===== config.mk =====
export PLATFORM = sky130hd
export DESIGN_NAME = instr_loader_flat
export DESIGN_NICKNAME = d
export VERILOG_FILES = /design/src/rtl/instr_loader_if.sv /design/src/rtl/instr_loader.sv /design/src/flat_wrapper.sv
export SDC_FILE = /design/constraint.sdc
export NUM_CORES = 1
export LEC_CHECK = 0
export CORE_MARGIN = 2
export CORE_UTILIZATION = 45
export CTS_BUF_LIST = sky130_fd_sc_hd__clkbuf_16
export CTS_CLUSTER_SIZE = 12
export DETAILED_ROUTE_END_ITERATION = 8
export GPL_ROUTABILITY_DRIVEN = 0
export GPL_TIMING_DRIVEN = 0
export PLACE_DENSITY = 0.79
export SYNTH_ARGS = -nofsm -noshare
export SYNTH_HDL_FRONTEND = slang
export SYNTH_SLANG_ARGS = --single-unit

===== constraint.sdc =====
create_clock -name i_clk -period 2.35 [get_ports i_clk]
set_input_delay 0.235 -clock i_clk [delete_from_list [all_inputs] [get_ports i_clk]]
set_output_delay 0.235 -clock i_clk [all_outputs]
set_load 0.1 [all_outputs]

===== src/rtl/instr_loader_if.sv =====
// Byte-stream input and instruction-memory write bundle for instr_loader.
// master = byte source / memory side, slave = the loader itself.
interface instr_loader_if #(
  parameter int ADDR_W = 3,
  parameter int WORD_W = 32
);
  logic              start;
  logic [7:0]        in_data;
  logic              in_valid;
  logic              in_ready;
  logic              wr_en;
  logic [ADDR_W-1:0] wr_addr;
  logic [WORD_W-1:0] wr_data;
  logic [ADDR_W:0]   word_cnt;
  logic              done;
  logic              err;

  modport master (
    output start, in_data, in_valid,
    input  in_ready, wr_en, wr_addr, wr_data, word_cnt, done, err
  );

  modport slave (
    input  start, in_data, in_valid,
    output in_ready, wr_en, wr_addr, wr_data, word_cnt, done, err
  );
endinterface


===== src/rtl/instr_loader.sv =====
// Packs a big-endian byte stream into 32-bit words and writes DEPTH words to instruction memory.
// Define LOADER_CHECKSUM_EN to add a trailing XOR checksum byte that drives err.
module instr_loader #(
  parameter int DEPTH  = 8,
  parameter int ADDR_W = 3,
  parameter int WORD_W = 32
) (
  input  logic          i_clk,
  input  logic          i_rst_n,
  instr_loader_if.slave bus
);

`ifdef LOADER_CHECKSUM_EN
  typedef enum logic [1:0] {S_IDLE = 2'd0, S_LOAD = 2'd1, S_DONE = 2'd2, S_CHECK = 2'd3} state_t;
`else
  typedef enum logic [1:0] {S_IDLE = 2'd0, S_LOAD = 2'd1, S_DONE = 2'd2} state_t;
`endif

  localparam logic [ADDR_W-1:0] LAST_IDX = ADDR_W'(DEPTH - 1);

  state_t              r_state;
  state_t              w_state_next;
  logic                r_in_ready;
  logic                w_in_ready_next;
  logic                w_accept;
  logic                w_word_fire;
  logic [1:0]          r_byte_cnt;
  logic [23:0]         r_shift;
  logic [ADDR_W-1:0]   r_word_idx;
  logic                r_wr_en;
  logic [ADDR_W-1:0]   r_wr_addr;
  logic [WORD_W-1:0]   r_wr_data;
  logic [ADDR_W:0]     r_word_cnt;
  logic                r_done;
`ifdef LOADER_CHECKSUM_EN
  logic [7:0]          r_xor;
  logic                r_err;
`endif

  // start always wins over a byte presented in the same cycle
  always_comb begin
    w_state_next    = r_state;
    w_accept        = bus.in_valid && r_in_ready && !bus.start;
    w_word_fire     = w_accept && (r_state == S_LOAD) && (r_byte_cnt == 2'd3);
    w_in_ready_next = 1'b0;
    case (r_state)
      S_IDLE: if (bus.start) w_state_next = S_LOAD;
      S_LOAD: begin
        if (bus.start) begin
          w_state_next = S_LOAD;
        end else if (w_word_fire && (r_word_idx == LAST_IDX)) begin
`ifdef LOADER_CHECKSUM_EN
          w_state_next = S_CHECK;
`else
          w_state_next = S_DONE;
`endif
        end
      end
`ifdef LOADER_CHECKSUM_EN
      S_CHECK: begin
        if (bus.start)     w_state_next = S_LOAD;
        else if (w_accept) w_state_next = S_DONE;
      end
`endif
      S_DONE: if (bus.start) w_state_next = S_LOAD;
      default: w_state_next = S_IDLE;
    endcase
`ifdef LOADER_CHECKSUM_EN
    w_in_ready_next = (w_state_next == S_LOAD) || (w_state_next == S_CHECK);
`else
    w_in_ready_next = (w_state_next == S_LOAD);
`endif
  end

  always_ff @(posedge i_clk or negedge i_rst_n) begin
    if (!i_rst_n) begin
      r_state    <= S_IDLE;
      r_in_ready <= 1'b0;
    end else begin
      r_state    <= w_state_next;
      r_in_ready <= w_in_ready_next;
    end
  end

  // wr_data/wr_addr are separate from the shift register so they hold while the next word arrives
  always_ff @(posedge i_clk or negedge i_rst_n) begin
    if (!i_rst_n) begin
      r_byte_cnt <= 2'd0;
      r_shift    <= 24'd0;
      r_word_idx <= '0;
      r_wr_en    <= 1'b0;
      r_wr_addr  <= '0;
      r_wr_data  <= '0;
      r_word_cnt <= '0;
      r_done     <= 1'b0;
`ifdef LOADER_CHECKSUM_EN
      r_xor      <= 8'd0;
      r_err      <= 1'b0;
`endif
    end else begin
      r_wr_en <= w_word_fire;
      if (bus.start) begin
        r_byte_cnt <= 2'd0;
        r_shift    <= 24'd0;
        r_word_idx <= '0;
        r_wr_addr  <= '0;
        r_word_cnt <= '0;
        r_done     <= 1'b0;
`ifdef LOADER_CHECKSUM_EN
        r_xor      <= 8'd0;
        r_err      <= 1'b0;
`endif
      end else begin
        if (w_accept && (r_state == S_LOAD)) begin
`ifdef LOADER_CHECKSUM_EN
          r_xor <= r_xor ^ bus.in_data;
`endif
          if (r_byte_cnt == 2'd3) begin
            r_wr_data  <= {r_shift, bus.in_data};
            r_wr_addr  <= r_word_idx;
            r_word_idx <= r_word_idx + ADDR_W'(1);
            r_word_cnt <= r_word_cnt + (ADDR_W + 1)'(1);
            r_byte_cnt <= 2'd0;
          end else begin
            r_shift    <= {r_shift[15:0], bus.in_data};
            r_byte_cnt <= r_byte_cnt + 2'd1;
          end
        end
`ifdef LOADER_CHECKSUM_EN
        if (w_accept && (r_state == S_CHECK)) r_err <= (bus.in_data != r_xor);
`endif
        if ((w_state_next == S_DONE) && (r_state != S_DONE)) r_done <= 1'b1;
      end
    end
  end

  assign bus.in_ready = r_in_ready;
  assign bus.wr_en    = r_wr_en;
  assign bus.wr_addr  = r_wr_addr;
  assign bus.wr_data  = r_wr_data;
  assign bus.word_cnt = r_word_cnt;
  assign bus.done     = r_done;
`ifdef LOADER_CHECKSUM_EN
  assign bus.err      = r_err;
`else
  assign bus.err      = 1'b0;
`endif

endmodule


===== src/flat_wrapper.sv =====
// flat-port wrapper written by rule: the top's interface ports become plain ports
module instr_loader_flat 
#(
  parameter int DEPTH  = 8,
  parameter int ADDR_W = 3,
  parameter int WORD_W = 32
)
  (i_clk, i_rst_n, bus_start, bus_in_data, bus_in_valid, bus_in_ready, bus_wr_en, bus_wr_addr, bus_wr_data, bus_word_cnt, bus_done, bus_err);
  instr_loader_if #(.ADDR_W(ADDR_W), .WORD_W(WORD_W)) bus_i ();
  input  logic i_clk;
  input  logic i_rst_n;
  input wire logic [$bits(bus_i.start)-1:0] bus_start;
  input wire logic [$bits(bus_i.in_data)-1:0] bus_in_data;
  input wire logic [$bits(bus_i.in_valid)-1:0] bus_in_valid;
  output wire logic [$bits(bus_i.in_ready)-1:0] bus_in_ready;
  output wire logic [$bits(bus_i.wr_en)-1:0] bus_wr_en;
  output wire logic [$bits(bus_i.wr_addr)-1:0] bus_wr_addr;
  output wire logic [$bits(bus_i.wr_data)-1:0] bus_wr_data;
  output wire logic [$bits(bus_i.word_cnt)-1:0] bus_word_cnt;
  output wire logic [$bits(bus_i.done)-1:0] bus_done;
  output wire logic [$bits(bus_i.err)-1:0] bus_err;
  assign bus_i.start = bus_start;
  assign bus_i.in_data = bus_in_data;
  assign bus_i.in_valid = bus_in_valid;
  assign bus_in_ready = bus_i.in_ready;
  assign bus_wr_en = bus_i.wr_en;
  assign bus_wr_addr = bus_i.wr_addr;
  assign bus_wr_data = bus_i.wr_data;
  assign bus_word_cnt = bus_i.word_cnt;
  assign bus_done = bus_i.done;
  assign bus_err = bus_i.err;
  instr_loader #(.DEPTH(DEPTH), .ADDR_W(ADDR_W), .WORD_W(WORD_W)) u_core (.i_clk(i_clk), .i_rst_n(i_rst_n), .bus(bus_i));
endmodule

==> results by group, run 1 <==
Layout
  – Final nets: 283
  – Share of cells above drive strength 1: 0.239
  – Diodes inserted: 0
  – Filler cell count: 498
  – Synth-to-layout area growth: 30.8%
  – Fin cells: 349
  – Final Util: 0.609

Worst setup path
  – CP max stage cell: clkdlybuf4s50_1
  – R2R Path Start: u_core.r_byte_cnt[0]
  – CP startpoint: u_core.bus.word_cnt[0]
  – Max incr delay on CP: 1.16 ns
  – R2r endpoint: u_core.r_shift[4]
  – Crit path launch type: flip-flop
  – Top cell family by delay on the critical path: buffers and inverters
  – Worst setup EP type: output port
  – Worst Path Required: 2.12 ns
  – Buf/Inv on CP: 1
  – Crit path max fanout: 5
  – CP cell instances: clkdlybuf4s50_1
  – R2r setup slk: 0.28 ns
  – Crit Path Class: flip-flop to output port
  – R2r worst-path depth: 5
  – Arrival time at the worst endpoint: 1.91 ns

GRT
  – Initial antenna violation count: 0
  – Met3 GRT Util: 0.0545
  – Overflow after GRT: 0
  – Most Used Layer, Global Route: met2
  – Largest net degree at the start of global routing: 74
  – First-pass GRT wire length: 9700 µm
  – Met1 Track Usage GR: 0.232
  – Gr usage total: 0.175
  – Vias in the first global route: 1929
  – Met2 Usage GRT: 0.268

Timing
  – Final Hold Fails: 0
  – Hold_ws: 0.0332 ns
  – Slew margin rel.: 0.343
  – Worst slew pin tran: 0.983 ns
  – Final Cycle Share: 0.912
  – Setup violations, final: 0
  – Min cycle time layout: 2.14 ns
  – Clk_skew: 0.00523 ns
  – Setup tns final: 0 ns
  – Fin. max-slew vios: 0
  – Max frequency: 0.466 GHz
  – RSZ-0062 raised after global routing: no

Place
  – Placed insts: 333
  – IO Port Bufs: 52
  – DP HPWL: 3860 µm

Pwr
  – Combinational share of power: 0.176
  – Part of the power in the clock network: 0.408
  – LEAKAGE: 1.84 nW
  – Sequential share of power: 0.416
  – Peak VDD IR: 565 µV
  – Switching share of power: 0.299
  – Switch Pwr: 0.000979 W
  – Cell internal pwr: 0.00230 W
  – Power per Cell Area: 848 nW/µm²

CTS
  – Clock latency on the worst-skew pair: 0.33 ns
  – H-tree depth: 3
  – CTS tree: built
  – Root buf cell: clkbuf_16
  – Clk pin slew, worst setup/hold paths: 0.06 ns
  – CTS sink count: 73
  – Hold_buf cts: 0
  – Clock Path Buffers: 2
  – Inserted Clock Buffers: 9
  – PostCTS Resize Cnt: 0
  – Setup Buffers After CTS: 0

Synth
  – Yosys reg bits: 73
  – Register area share after synthesis: 0.618
  – Syn Area/Cell: 14.5 µm²
  – Mapped Nets: 220
  – Yosys warning count: 0
  – Netlist cell types: 31
  – Cells after Synth: 204
  – Mapped cell area: 2960 µm²

Routing
  – DR iter-0 viols: 76
  – Post-DRT Antenna Nets: 0
  – WL per Instance: 16.9 µm
  – Drt drc: 0
  – DRT Pass-1 Iters: 4
  – Via/cell ratio: 5.41
  – Via count: 1889
  – WL final: 5910 µm

Floorplanning
  – Die area: 7230 µm²
  – Chip Height: 85.0 µm
  – Initial core utilization: 0.465
  – CORE AREA: 6350 µm²
  – # IOs: 55
  – Row Count: 29
  – Die W: 85.0 µm

Outcome
  – Run status: complete, no violations

Min path
  – Worst hold-check path type: input pin to asynchronous set/reset pin

Job
  – Max Cap Viol: 0
## per-layer routing
layer	part of all wire	vias to the layer above
li1	-	863
met1	0.44	959
met2	0.49	62
met3	0.055	5
met4	0.011	0
met5	0	-
## through the flow
step                worst slack (ns)  power, W  cell area, µm²
CTS                            0.195   0.00332            3870
global route                   0.129   0.00339            3870
floorplan                     0.0931   0.00180            2960
detailed placement             0.241   0.00197            3570
global placement               -1.34   0.00196            3570
finish                         0.206   0.00328            3870
## cells in the final DEF, fill, tap and decap left out, types with 3 or more instances in the layout
cell type         n
o21ai_0           8
mux2_2           19
nor2_1            3
nand3_1           7
mux2_4           19
a22o_1           19
nor2b_1           6
clkdlybuf4s50_1  51
dfrtp_1          73
clkbuf_1          6
or3_1             3
ha_1              4
a21oi_1          12
clkbuf_16         9
## area by class of cell
class / instances / area, µm² / area share
plain buffers: 13 / 85.1 / 0.0220
clock buffers: 9 / 225 / 0.0583
clock inverters: 7 / 71.3 / 0.0184
inverters: 3 / 11.3 / 0.00291
multi-input cells: 115 / 1030 / 0.267
flip-flops and latches: 73 / 1830 / 0.472
well taps: 77 / 96.3 / 0.0249
repair buffers: 52 / 518 / 0.134
## kinds of logic after synthesis
logic type | synth area share
AO/OA/AOI/OAI | 0.0982
XOR/XNOR | 0.00296
adder cells (fa/ha/maj) | 0.0169
buffers and inverters | 0.0326
flip-flops | 0.618
multiplexers | 0.172
other | 0.00127
AND/OR/NAND/NOR | 0.0576
## how the worst max path moves through the flow
stage / endpoint / depth (start not counted)
after floorplan: u_core.bus.wr_data[24] / 5
after global routing: u_core.r_shift[4] / 5
final: bus_word_cnt[0] / 1
after CTS: bus_word_cnt[0] / 1
after global placement: u_core.bus.wr_addr[0] / 1
after detailed placement: u_core.r_shift[4] / 5
## state kept, by name (all words and copies together) (netlist names)
signal and cells:
u_core.bus.wr_data 32, u_core.bus.wr_addr 3, u_core.bus.wr_en 1, u_core.bus.word_cnt 4
u_core.r_state 2, u_core.r_shift 24, u_core.bus.in_ready 1, u_core.r_word_idx 3
u_core.bus.done 1, u_core.r_byte_cnt 2
## power groups by stage
stage,clock (W),combinational (W),sequential (W)
2_1_floorplan,0,0.000121,0.00168
3_3_place_gp,0,0.000572,0.00138
3_5_place_dp,0,0.000580,0.00139
4_1_cts,0.00137,0.000581,0.00137
5_1_grt,0.00142,0.000599,0.00137
6_report,0.00134,0.000576,0.00137
## cell usage after synthesis (all sizes together)
cell type / n / area (µm²)
a21oi: 13 / 68.8
a22o: 19 / 166
and3: 1 / 6.26
and4b: 1 / 10.0
buf: 7 / 62.6
clkbuf: 6 / 22.5
conb: 1 / 3.75
dfrtp: 73 / 1830
ha: 4 / 50.1
inv: 3 / 11.3
mux2: 38 / 499
mux2i: 1 / 10.0
nand2: 2 / 7.51
nand2b: 2 / 12.5
nand3: 7 / 35.0
nand4: 1 / 6.26
nand4b: 1 / 15.0
nor2: 3 / 11.3
nor2b: 6 / 37.5
nor3: 1 / 10.0
o21a: 2 / 15.0
o21ai: 8 / 40.0
or3: 3 / 18.8
xnor2: 1 / 8.76
Note: power is estimated with default switching activity, not from simulation.
==> run 2, diff against run 1 <==
--- a/config.mk
+++ b/config.mk
@@ -5,6 +5,7 @@
 export SDC_FILE = /design/constraint.sdc
 export NUM_CORES = 1
 export LEC_CHECK = 0
+export CAP_MARGIN = 5
 export CORE_MARGIN = 2
 export CORE_UTILIZATION = 45
 export CTS_BUF_LIST = sky130_fd_sc_hd__clkbuf_16
==> results of run 2 <==
Same layout as run 1: the final DEF is identical, and so are final timing and power.
==> run 3, diff against run 2 <==
--- a/config.mk
+++ b/config.mk
@@ -9,6 +9,7 @@
 export CORE_MARGIN = 2
 export CORE_UTILIZATION = 45
 export CTS_BUF_LIST = sky130_fd_sc_hd__clkbuf_16
+export CTS_CLUSTER_DIAMETER = 100
 export CTS_CLUSTER_SIZE = 12
 export DETAILED_ROUTE_END_ITERATION = 8
 export GPL_ROUTABILITY_DRIVEN = 0
==> results of run 3 <==
Same layout as run 1: the final DEF is identical, and so are final timing and power.
